===== config.mk =====
export PLATFORM = sky130hd
export DESIGN_NAME = hazard_ctrl
export DESIGN_NICKNAME = d
export VERILOG_FILES = /design/src/rtl/hazard_ctrl.sv
export SDC_FILE = /design/constraint.sdc
export NUM_CORES = 1
export LEC_CHECK = 0
export CORE_MARGIN = 3
export CORE_UTILIZATION = 31
export DETAILED_ROUTE_END_ITERATION = 10
export PLACE_DENSITY_LB_ADDON = 0.1
export SLEW_MARGIN = 30
export SYNTH_ARGS = -nofsm -noshare
export SYNTH_HDL_FRONTEND = slang
export SYNTH_SLANG_ARGS = --single-unit

===== constraint.sdc =====
create_clock -name clk -period 2.15 [get_ports clk]
set_clock_uncertainty 0.2 [all_clocks]
set_input_delay 0.43 -clock clk [delete_from_list [all_inputs] [get_ports clk]]
set_output_delay 0.43 -clock clk [all_outputs]
set_load 0.03 [all_outputs]

===== src/rtl/hazard_ctrl.sv =====
// hazard_ctrl: load-use / multiply-divide stall, branch and jump flush control.
// Define HAZARD_PERF_CNT_EN to build the saturating stall/flush performance counters.
module hazard_ctrl #(
  parameter int unsigned MUL_LAT = 4,
  parameter int unsigned DIV_LAT = 32
) (
  input  logic        clk,
  input  logic        rst_n,
  input  logic        IDEXMemR,
  input  logic [4:0]  IDEXRt,
  input  logic [4:0]  IFIDRs,
  input  logic [4:0]  IFIDRt,
  input  logic        rsR,
  input  logic        rtR,
  input  logic        BranchTaken,
  input  logic        Jump,
  input  logic        MDUStart,
  input  logic        MDUDiv,
  input  logic        MDUReadHiLo,
  output logic        PCWr,
  output logic        IFIDWr,
  output logic        IFIDFlush,
  output logic        IDEXFlush,
  output logic        MDUBusy,
  output logic [15:0] StallCnt,
  output logic [15:0] FlushCnt
);

  localparam logic [5:0] MUL_LAT6 = 6'(MUL_LAT);
  localparam logic [5:0] DIV_LAT6 = 6'(DIV_LAT);

  typedef enum logic {IDLE, BUSY} state_t;

  state_t     state_q, state_d;
  logic [5:0] cnt_q, cnt_d;
  logic       load_use, mdu_haz, stall, start_acc;

  assign MDUBusy = (state_q == BUSY);

  always_comb begin
    load_use  = IDEXMemR && (IDEXRt != 5'd0) &&
                (((IDEXRt == IFIDRs) && rsR) || ((IDEXRt == IFIDRt) && rtR));
    mdu_haz   = MDUBusy && (MDUStart || MDUReadHiLo);
    stall     = (load_use || mdu_haz) && !BranchTaken;
    start_acc = MDUStart && !stall && !BranchTaken;
  end

  // A taken branch wins over everything; a stalled jump waits to flush until released.
  always_comb begin
    PCWr      = 1'b1;
    IFIDWr    = 1'b1;
    IFIDFlush = 1'b0;
    IDEXFlush = 1'b0;
    if (BranchTaken) begin
      IFIDFlush = 1'b1;
      IDEXFlush = 1'b1;
    end else if (stall) begin
      PCWr      = 1'b0;
      IFIDWr    = 1'b0;
      IDEXFlush = 1'b1;
    end else if (Jump) begin
      IFIDFlush = 1'b1;
    end
  end

  always_comb begin
    state_d = state_q;
    cnt_d   = cnt_q;
    case (state_q)
      IDLE: begin
        if (start_acc) begin
          cnt_d   = MDUDiv ? DIV_LAT6 : MUL_LAT6;
          state_d = BUSY;
        end
      end
      BUSY: begin
        cnt_d = cnt_q - 6'd1;
        if (cnt_q == 6'd1) state_d = IDLE;
      end
      default: state_d = IDLE;
    endcase
  end

  always_ff @(posedge clk) begin
    if (!rst_n) begin
      state_q <= IDLE;
      cnt_q   <= 6'd0;
    end else begin
      state_q <= state_d;
      cnt_q   <= cnt_d;
    end
  end

`ifdef HAZARD_PERF_CNT_EN
  logic [15:0] stall_cnt_q, stall_cnt_d;
  logic [15:0] flush_cnt_q, flush_cnt_d;

  always_comb begin
    stall_cnt_d = stall_cnt_q;
    flush_cnt_d = flush_cnt_q;
    if (stall && (stall_cnt_q != 16'hFFFF)) stall_cnt_d = stall_cnt_q + 16'd1;
    if (IFIDFlush && (flush_cnt_q != 16'hFFFF)) flush_cnt_d = flush_cnt_q + 16'd1;
  end

  always_ff @(posedge clk) begin
    if (!rst_n) begin
      stall_cnt_q <= 16'd0;
      flush_cnt_q <= 16'd0;
    end else begin
      stall_cnt_q <= stall_cnt_d;
      flush_cnt_q <= flush_cnt_d;
    end
  end

  assign StallCnt = stall_cnt_q;
  assign FlushCnt = flush_cnt_q;
`else
  assign StallCnt = 16'd0;
  assign FlushCnt = 16'd0;
`endif

endmodule


Yosys cells after proc, flatten, opt, wreduce, memory -nomap -nowiden
Index checks and enable logic that the tools add are counted.
{"block": "word_totals", "mem_bits_ro": 0, "ram_bits": 0, "n_memories": 0, "latch_bits": 0, "regBits": 7, "word_cells": 35}
{"block": "op_classes", "n_mul": 0, "shift": 0, "n_addsub": 1, "bitwise_logic": 1, "magnitude_cmp": 0, "n_reduce_logical": 14, "div": 0, "mux": 13, "n_eq_ne": 4}
{"op": "2-to-1 mux 6 bit", "count": 2}
{"op": "one-hot mux 6 bit (2 select lines)", "count": 1}
{"op": "equality test 5 bit", "count": 2}
{"op": "2-to-1 mux 1 bit", "count": 9}
{"op": "logical AND 1 bit", "count": 8}
{"op": "equality test 6 x 1 -> 1 bit (second input constant)", "count": 1}
{"op": "subtractor 6 x 1 -> 6 bit (second input constant)", "count": 1}
{"op": "nonzero test 5 bit", "count": 1}
{"op": "logical OR 1 bit", "count": 3}
{"op": "zero test 1 bit", "count": 2}
{"op": "!= test 2 bit (second input constant)", "count": 1}
{"op": "one-hot mux 1 bit (2 select lines)", "count": 1}
{"op": "NOT 1 bit", "count": 1}

Logic depth before layout (Yosys ltp)
Gate-level depths: netlist (run 1).
{"block": "depth", "depth_word": 11, "ltp_mapped": 6, "depth_no_buf": 5}

Worst setup path after synthesis (run 1)
OpenSTA, ideal clock, no wires.
{"block": "synth_path", "kind": "input port to output port", "startpoint": "in IDEXRt[1]", "endpoint": "out PCWr", "arrival_time_ps": 1815, "stages": 5, "path_slack_ps": -295, "path_cell_list": "or4_4 -> o21ai_2 -> or2_4 -> a21o_1 -> buf_4"}
{"block": "synth_via", "elab_chain_len": 8, "word_cells_on_any_way": 12, "cone_classes": "eq/ne: 2; mux: 2; reduce/logical: 8"}
{"item": "start: declaration", "line": "10", "source": "input logic [4:0] IDEXRt,"}
{"item": "equality test 5 bit", "line": "42", "source": "(((IDEXRt == IFIDRs) && rsR) || ((IDEXRt == IFIDRt) && rtR));"}
{"item": "logical AND 1 bit", "line": "42"}
{"item": "logical OR 1 bit", "line": "42"}
{"item": "logical AND 1 bit *", "line": "41", "source": "load_use = IDEXMemR && (IDEXRt != 5'd0) &&"}
{"item": "logical OR 1 bit *", "line": "44", "source": "stall = (load_use || mdu_haz) && !BranchTaken;"}
{"item": "logical AND 1 bit *", "line": "44"}
{"item": "2-to-1 mux 1 bit * (2 in a row)"}
{"item": "end: declaration", "line": "20", "source": "output logic PCWr,"}
Every way passes the cells marked *; elsewhere a longest branch is shown, timed or not.

Final worst setup path (run 1)
{"block": "layout_path", "startpoint": "in IFIDRs[2]", "endpoint": "out IFIDFlush"}
{"block": "layout_via", "elab_chain_len": 8}
{"item": "start: declaration", "line": "11", "source": "input logic [4:0] IFIDRs,"}
{"item": "equality test 5 bit", "line": "42"}
{"item": "logical AND 1 bit", "line": "42"}
{"item": "logical OR 1 bit", "line": "42"}
{"item": "logical AND 1 bit", "line": "41"}
{"item": "logical OR 1 bit", "line": "44"}
{"item": "logical AND 1 bit", "line": "44"}
{"item": "2-to-1 mux 1 bit", "line": "57", "source": "end else if (stall) begin"}
{"item": "2-to-1 mux 1 bit", "line": "54", "source": "if (BranchTaken) begin"}
{"item": "end: declaration", "line": "22", "source": "output logic IFIDFlush,"}
Every way passes these cells.

==> metrics, run 1 <==
reg-to-reg endpoint cnt_q[5]; register area share after synthesis approximately 16%; GPL Wtd Cong ~0.74; R2R Setup Slk 230 ps; Maximum Capacitance Violations 0; crit path kind input pin to output pin; Syn Std Cell Area between 800 and 900 um^2; WL final between 2 and 2.5 mm; arrival time of the worst setup path ~1800 ps; total negative slack -956 ps; Mean Syn Cell Area around 8.6 um^2; first-pass GRT wire length 3.24 mm; fmax 404 MHz; CTS root buf clkbuf_4; Core Region roughly 2500 um^2; Tcrit/Tclk final 115%; Synth-to-Final Area Change 49.6%; Clock Tree Buf Depth 2; initial antenna violation count 0; post-layout min period between 2000 and 2500 ps; Worst Setup SP IFIDRs[2]; setup ws final -324 ps; prevailing post-synth register cell dfxtp_1; crit end category output pin; layout net count 175; TritonCTS Buffers 3; largest fanout on the critical path 3; Worst setup SP type input pin; WP data required 1520 ps; CTS tree built; Starting Density about a third; Overflow after GRT 0; TritonCTS Sinks 7; clock-pin slew on the worst setup and hold paths around 60 ps; Worst Hold Margin 393 ps; Mapped Cells 100; #FFs+latches synth 7; die area between 3000 and 4000 um^2; worst reg2reg path depth 5; DP Worst Slack -1080 ps; Worst-Skew Late Latency 250 ps; IO Count between 60 and 70; r2r startpoint MDUBusy; Pwr Total ~570 uW; wire length per cell 11.5 um; max-slew violations 0; Netlist cell types 33; post-DP HPWL roughly 1.6 mm; H-tree depth 1; total leakage power 0.611 nW; DRT iter0 DRCs 31; Post-DRT Antenna Nets 0; RSZ-0062 raised after global routing true; via count about 760; Hold Vio Cnt, Final 0; share of layout cells above drive strength 1 between 30% and 40%; Inserted Diodes 0; vias in the first global route between 700 and 800; first drt pass iteration count 4; yosys warns 0; failing checks negative setup slack; GRT Total Usage about an eighth; DRC Markers 0; Max IR drop VDD a little over 0.4 mV; EDFF count, synth 0; P per Cell Area 443 nW/um^2; post-detailed-route via-to-cell ratio 4.31; pin count of the biggest net entering global routing 10; Die W around 59 um; Die Y between 50 and 60 um; Tightest Hold Check Type register to register; Setup crit end IFIDFlush; status finished with violations; cts hold-fix bufs 0; PortBufs 29; FFs w/ async S/R, synth 0%; final setup fails 4; FP Rows 18
==> cell type report <==
class / instances / area, um^2
Tap cell: 30 / 37.5
Inverter: 5 / 18.8
Timing Repair Buffer: 46 / 402
Sequential cell: 7 / 140
Clock buffer: 4 / 26.3
Fill cell: 275 / 1260
Multi-Input combinational cell: 85 / 656
==> sequential cells by signal, indices dropped and copies added, names as in the netlist <==
name	cells
cnt_q	6
MDUBusy	1
==> cell usage after synthesis (2+ instances only) <==
master   number  area (um^2)
nand3_1       3         15.0
nor2_1        2         7.51
nand2_1       2         7.51
dfxtp_1       7          140
buf_4        34          255
ha_1          2         25.0
and3_1        4         25.0
o41ai_2       2         32.5
xnor2_1       3         26.3
inv_1         5         18.8
xor2_1       10         87.6
a21oi_1       5         25.0
==> worst max-delay path, stage by stage <==
cell and delay [ps]:
buf_6 90, xor2_1 150, nor4_2 290, a32oi_2 160, or2_4 260, buf_6 120, a31o_4 200, buf_6 130
==> worst min path at each step <==
stage / startpoint / depth (start not counted) / endpoint
floorplan: cnt_q[0] / 1 / cnt_q[0]
global placement: cnt_q[2] / 2 / cnt_q[2]
detailed placement: cnt_q[2] / 2 / cnt_q[2]
CTS: cnt_q[0] / 2 / cnt_q[0]
global route: cnt_q[0] / 2 / cnt_q[0]
finish: cnt_q[0] / 2 / cnt_q[0]
==> cell families after synthesis <==
kind of cell / share of synthesized area (%)
compound gates: 19.4
xor+xnor: 13.3
simple gates: 15.5
buf+inv: 32.0
other cells: 0.438
flops: 16.4
fa+ha+maj: 2.92
==> metrics by stage <==
step	area, um^2	std cells	utilization (%)
2_1_floorplan	980	131	-
3_3_place_gp	1130	167	44.4
3_5_place_dp	1130	167	44.4
4_1_cts	1240	179	48.7
5_1_grt	1280	177	50.3
6_report	1280	177	50.3
==> cell usage in the layout, fill, tap and decap left out, types with 2 or more instances in the layout <==
| cell type | Yosys | final |
|---|---|---|
| xor2_2 | 0 | 2 |
| nand3_1 | 3 | 3 |
| o21ai_4 | 0 | 2 |
| nand2_1 | 2 | 2 |
| clkdlybuf4s50_1 | 0 | 9 |
| buf_2 | 0 | 5 |
| and3_1 | 4 | 3 |
| buf_6 | 0 | 10 |
| inv_1 | 5 | 5 |
| clkbuf_4 | 0 | 3 |
| xnor2_1 | 3 | 3 |
| a21oi_1 | 5 | 5 |
| dlygate4sd2_1 | 0 | 3 |
| buf_4 | 34 | 15 |
| clkbuf_2 | 0 | 2 |
| dfxtp_1 | 7 | 7 |
| xor2_1 | 10 | 7 |
| o41ai_2 | 2 | 2 |
| conb_1 | 1 | 32 |
| nor2_1 | 2 | 2 |
| ha_1 | 2 | 2 |
==> where the power goes <==
group / leakage [nW] / switching, mW / internal (mW)
Clock: 0.0150 / 0.0512 / 0.0710
Sequential: 0.0575 / 0.0133 / 0.142
Combinational: 0.539 / 0.169 / 0.120
==> per-layer routing <==
metal  vias up  GRT usage (%)  wire [um]
met5         -              0          0
met4         0           1.99         17
met3         2           5.04        249
met2        53           22.3       1040
met1       337           13.5        734
li1        371              -          -
==> what timing repair did <==
| action | CTS | global route |
|---|---|---|
| endpoints found under the setup margin | 10 | 10 |
| buffers inserted | 11 | 1 |
| pin swaps | 21 | 10 |
| gates resized for setup | 74 | 16 |
No activity file was read; power rests on OpenSTA's default activity.
==> inputs of run 2 (changes only) <==
--- a/config.mk
+++ b/config.mk
@@ -6,7 +6,7 @@
 export NUM_CORES = 1
 export LEC_CHECK = 0
 export CORE_MARGIN = 3
-export CORE_UTILIZATION = 31
+export CORE_UTILIZATION = 34
 export DETAILED_ROUTE_END_ITERATION = 10
 export PLACE_DENSITY_LB_ADDON = 0.1
 export SLEW_MARGIN = 30
==> constraint.sdc (replaced) <==
create_clock -name clk -period 2.76 [get_ports clk]
set_clock_uncertainty 0.2 [all_clocks]
set_input_delay 0.552 -clock clk [delete_from_list [all_inputs] [get_ports clk]]
set_output_delay 0.552 -clock clk [all_outputs]
set_load 0.03 [all_outputs]
==> metrics, run 2 (synthesized netlist as in run 1, its figures left out) <==
PortBufs 29 (unchanged); share of layout cells above drive strength 1 29.6% (-9.2 points); post-layout min period between 2000 and 3000 ps; Clk pwr share 23.3% (+1.7 points); Inserted Diodes 0 (unchanged); Tightest Hold Check Type register to register; sequential power share 30.1% (+2.6 points); post-detailed-route via-to-cell ratio 4.28 (-0.79%); final setup fails 0 (-4); RSZ-0062 raised after global routing false; Max IR drop VDD 0.297 mV (-28%); die area 3160 um^2 (-7.9%); initial antenna violation count 0 (unchanged); total leakage power 0.576 nW (-5.7%); DRC Markers 0 (unchanged); CTS root buf clkbuf_4; Largest register FFs 6 (unchanged); setup ws final 110 ps (+434 ps); arrival time of the worst setup path 1900 ps (+60 ps); Hold Vio Cnt, Final 0 (unchanged); Worst-Skew Late Latency 260 ps (about the same); net switching power 176 uW (-25%); Overflow after GRT 0 (unchanged); sw frac 42.4% (+1.2 points); crit end category output pin; clock-pin slew on the worst setup and hold paths 50 ps (about the same); commonest cells after routing, fill and taps aside conb_1 (32), buf_4 (13), clkdlybuf4s50_1 (11), xor2_1 (10), dfxtp_1 (7); vias in the first global route 668 (-12%); CTS tree built; Post-DRT Antenna Nets 0 (unchanged); Maximum Capacitance Violations 0 (unchanged); Worst setup SP type input pin; crit path kind input pin to output pin; internal power 239 uW (-28%); GPL Wtd Cong 0.769 (+3.6%); FP Rows 17 (-1); wire length per cell 10.9 um (-5.5%); TritonCTS Sinks 7 (unchanged); WL final 1.85 mm (-9.3%); GRT Total Usage 11.4% (-0.87 points); Core Region 2300 um^2 (-9.7%); fillers 243 (-12%); most common cell after layout, fill and taps aside conb_1; R2R Setup Slk 600 ps (+370 ps); DP Worst Slack -316 ps (+763 ps); Tcrit/Tclk final 96.0%; layout net count 170 (-2.9%); TritonCTS Buffers 3 (unchanged); status finished clean; IO Count 62 (unchanged); first-pass GRT wire length 2.94 mm (-9.4%); DRT iter0 DRCs 4 (-87%); max-slew violations 0 (unchanged); Final Util 50.1% (-0.24 points); via count 727 (-4.7%); largest fanout on the critical path 4 (+1); post-DP HPWL 1.50 mm (-5.1%); Reg with most FFs cnt_q; pin count of the biggest net entering global routing 14 (+4); fmax between 300 and 400 MHz; Comb power frac 46.6% (-4.4 points); Die Y 56.2 um (-4.0%); Die W 56.2 um (-4.0%); Starting Density 37.3% (+3.6 points); Synth-to-Final Area Change 34.4%; WP data required 2010 ps (+490 ps); Clock Tree Buf Depth 2 (unchanged); H-tree depth 1 (unchanged); first drt pass iteration count 3 (-1); P per Cell Area 361 nW/um^2 (-18%)
==> run 2: worst paths after layout <==
path,from,end,depth (start not counted)
max,IDEXRt[2],IFIDWr,7
min,cnt_q[0],cnt_q[0],1
max reg2reg,MDUBusy,cnt_q[5],5
min reg2reg,cnt_q[0],cnt_q[0],1
==> run 2: cell type report <==
cell class,count,area (um^2),area share [%]
tap,28,35.0,3.05
clock buffer,3,22.5,1.96
inverter,5,18.8,1.63
timing repair buffer,41,355,30.9
clock inverter,1,5.00,0.435
sequential,7,140,12.2
multi-input combinational,85,573,49.8
==> run 2: critical path, cell delays in order <==
cell	delay, ps
buf_2	130
xor2_1	170
nor4_2	300
a32oi_2	160
or2_4	260
a21o_1	190
buf_6	140
==> run 2: timing repair <==
item,in CTS,in global routing
pin swaps,9,10
hold endpoints to repair,0,0
endpoints found under the setup margin,4,9
gates cloned,0,0
buffers inserted,7,0
hold buffers,0,0
gates resized for setup,25,14
==> run 2: through the flow <==
stage	TNS (ps)	cells	hold slack [ps]	power (mW)	instance area (um^2)
after detailed placement	-1120	160	365	0.316	1080
after floorplan	0	131	303	0.286	972
after CTS	0	170	367	0.417	1160
after global routing	0	170	416	0.448	1150
final	0	170	360	0.415	1150
after global placement	-1060	160	348	0.314	1080
==> run 2: power groups by stage <==
| stage | Combinational (mW) | Sequential (mW) | Clock, mW |
|---|---|---|---|
| after floorplan | 0.162 | 0.124 | 0 |
| after global placement | 0.187 | 0.127 | 0 |
| after detailed placement | 0.189 | 0.127 | 0 |
| after CTS | 0.191 | 0.125 | 0.101 |
| after global routing | 0.210 | 0.126 | 0.111 |
| final | 0.193 | 0.125 | 0.0968 |
==> run 2: layer usage <==
| metal | GRT usage [%] | vias to the layer above | part of all wire (%) |
|---|---|---|---|
| met5 | 0 | - | 0 |
| met1 | 14.0 | 319 | 38 |
| met3 | 5.57 | 0 | 12 |
| met4 | 0.678 | 0 | 0 |
| li1 | - | 363 | - |
| met2 | 18.9 | 45 | 51 |
==> inputs of run 3 (changes only) <==
--- a/config.mk
+++ b/config.mk
@@ -9,6 +9,7 @@
 export CORE_UTILIZATION = 34
 export DETAILED_ROUTE_END_ITERATION = 10
 export PLACE_DENSITY_LB_ADDON = 0.1
+export SETUP_SLACK_MARGIN = 0.15
 export SLEW_MARGIN = 30
 export SYNTH_ARGS = -nofsm -noshare
 export SYNTH_HDL_FRONTEND = slang
==> metrics, run 3 (synthesized netlist as in run 1, its figures left out) <==
fmax 368 MHz (-2.5%); Die W 56.2 um (unchanged); WL final 1.83 mm (-1.3%); first-pass GRT wire length 2.85 mm (-3.1%); fillers 242 (-0.41%); IO Count 62 (unchanged); most common cell after layout, fill and taps aside conb_1; Post-DP Area 1120 um^2 (+3.9%); GPL Wtd Cong 0.784 (+1.9%); Hold Vio Cnt, Final 0 (unchanged); TritonCTS Buffers 3 (unchanged); Worst Hold Margin 348 ps (-12.0 ps); post-detailed-route via-to-cell ratio 4.28 (about the same); TritonCTS Sinks 7 (unchanged); max-slew violations 0 (unchanged); arrival time of the worst setup path 1960 ps (+60 ps); Pwr Total 415 uW (about the same); total leakage power 0.573 nW (-0.52%); Overflow after GRT 0 (unchanged); crit end category output pin; commonest cells after routing, fill and taps aside conb_1 (32), buf_4 (12), clkdlybuf4s50_1 (10), xor2_1 (9), buf_6 (9); DRT iter0 DRCs 15 (+11); placed insts 164 (+2.5%); H-tree depth 1 (unchanged); P per Cell Area 357 nW/um^2 (-1.1%); initial antenna violation count 0 (unchanged); first drt pass iteration count 4 (+1); FP Rows 17 (unchanged); die area 3160 um^2 (unchanged); Synth-to-Final Area Change 36.0%; pin count of the biggest net entering global routing 13 (-1); status finished clean; Die Y 56.2 um (unchanged); RSZ-0062 raised after global routing true; crit path kind input pin to output pin; Largest register FFs 6 (unchanged); cell area after layout 1160 um^2 (+1.2%); post-DP HPWL 1.50 mm (+0.21%); clock-pin slew on the worst setup and hold paths 50 ps (about the same); final setup fails 0 (unchanged); Worst setup SP type input pin; layout net count 171 (+0.59%); fin cells 171 (+0.59%); share of layout cells above drive strength 1 32.2% (+2.6 points); vias in the first global route 678 (+1.5%); CTS tree built; Reg with most FFs cnt_q; largest fanout on the critical path 4 (unchanged); Maximum Capacitance Violations 0 (unchanged); GRT Total Usage 11.3% (-0.13 points); Starting Density 37.3% (unchanged); WP data required 2010 ps (about the same); DP Worst Slack -725 ps (-409 ps); Inserted Diodes 0 (unchanged); Tightest Hold Check Type register to register; PortBufs 29 (unchanged); post-layout min period 2720 ps (+66.7 ps); Post-DRT Antenna Nets 0 (unchanged); Max IR drop VDD 0.245 mV (-17%); setup ws final 43.2 ps (-66.7 ps); Worst-Skew Late Latency 250 ps (about the same); Clock Tree Buf Depth 2 (unchanged); CTS root buf clkbuf_4; via count 732 (+0.69%); wire length per cell 10.7 um (-1.9%); Tcrit/Tclk final 98.4% (+2.4 points); Core Region 2300 um^2 (unchanged); DRC Markers 0 (unchanged)
[run 3: cell count changes in the layout (fill, tap and decap cells not counted), moves of 2 or more]
cell,previous run,this run
buf_2,2,6
buf_6,3,9
clkbuf_2,4,1
clkdlybuf4s15_1,3,1
dlymetal6s2s_1,2,0
[run 3: worst paths after layout]
| check | from | slack (ps) | endpoint | cells past startpoint |
|---|---|---|---|---|
| worst max-delay path | IFIDRs[0] | 40 | IFIDFlush | 8 |
| worst min-delay path | cnt_q[0] | 350 | cnt_q[0] | 1 |
| worst max register to register | MDUBusy | 660 | cnt_q[5] | 6 |
| worst min register to register | cnt_q[0] | 350 | cnt_q[0] | 1 |
[run 3: timing repair]
action | 4_1_cts | 5_1_grt
pin swaps | 14 | 1
setup endpoints to repair | 4 | 4
buffers inserted | 3 | 0
gates resized for setup | 68 | 4
hold buffers | 0 | 0
[run 3: worst max-delay path, stage by stage]
cell	delay (ps)
buf_6	100
xor2_2	160
nor4_2	280
a32oi_2	160
or2_4	280
buf_6	120
a31o_1	180
buf_6	140
[run 3: metal layers]
layer | GRT usage, % | up-vias | wire, um
met5 | 0 | - | 0
met3 | 5.80 | 0 | 233
li1 | - | 364 | -
met1 | 12.6 | 321 | 720
met4 | 2.03 | 0 | 0
met2 | 19.4 | 47 | 870
[run 3: final cells by class]
type	count	area (um^2)	share of cell area, %
sequential	7	140	12.0
tap	28	35.0	3.01
clock buffer	4	26.3	2.26
inverter	5	18.8	1.61
timing repair buffer	42	363	31.2
multi-input combinational	85	581	49.9
[run 3: per-stage QoR]
stage / util, % / setup TNS, ps
floorplan: - / 0
global placement: 48.7 / -2150
detailed placement: 48.7 / -2200
CTS: 50.6 / 0
global route: 50.7 / -63.1
finish: 50.7 / 0
[run 3: power breakdown]
| part | internal (mW) | total (mW) | switching (mW) |
|---|---|---|---|
| Combinational | 0.0793 | 0.201 | 0.122 |
| Sequential | 0.111 | 0.121 | 0.0104 |
| Clock | 0.0552 | 0.0928 | 0.0376 |
| Total | 0.245 | 0.415 | 0.170 |
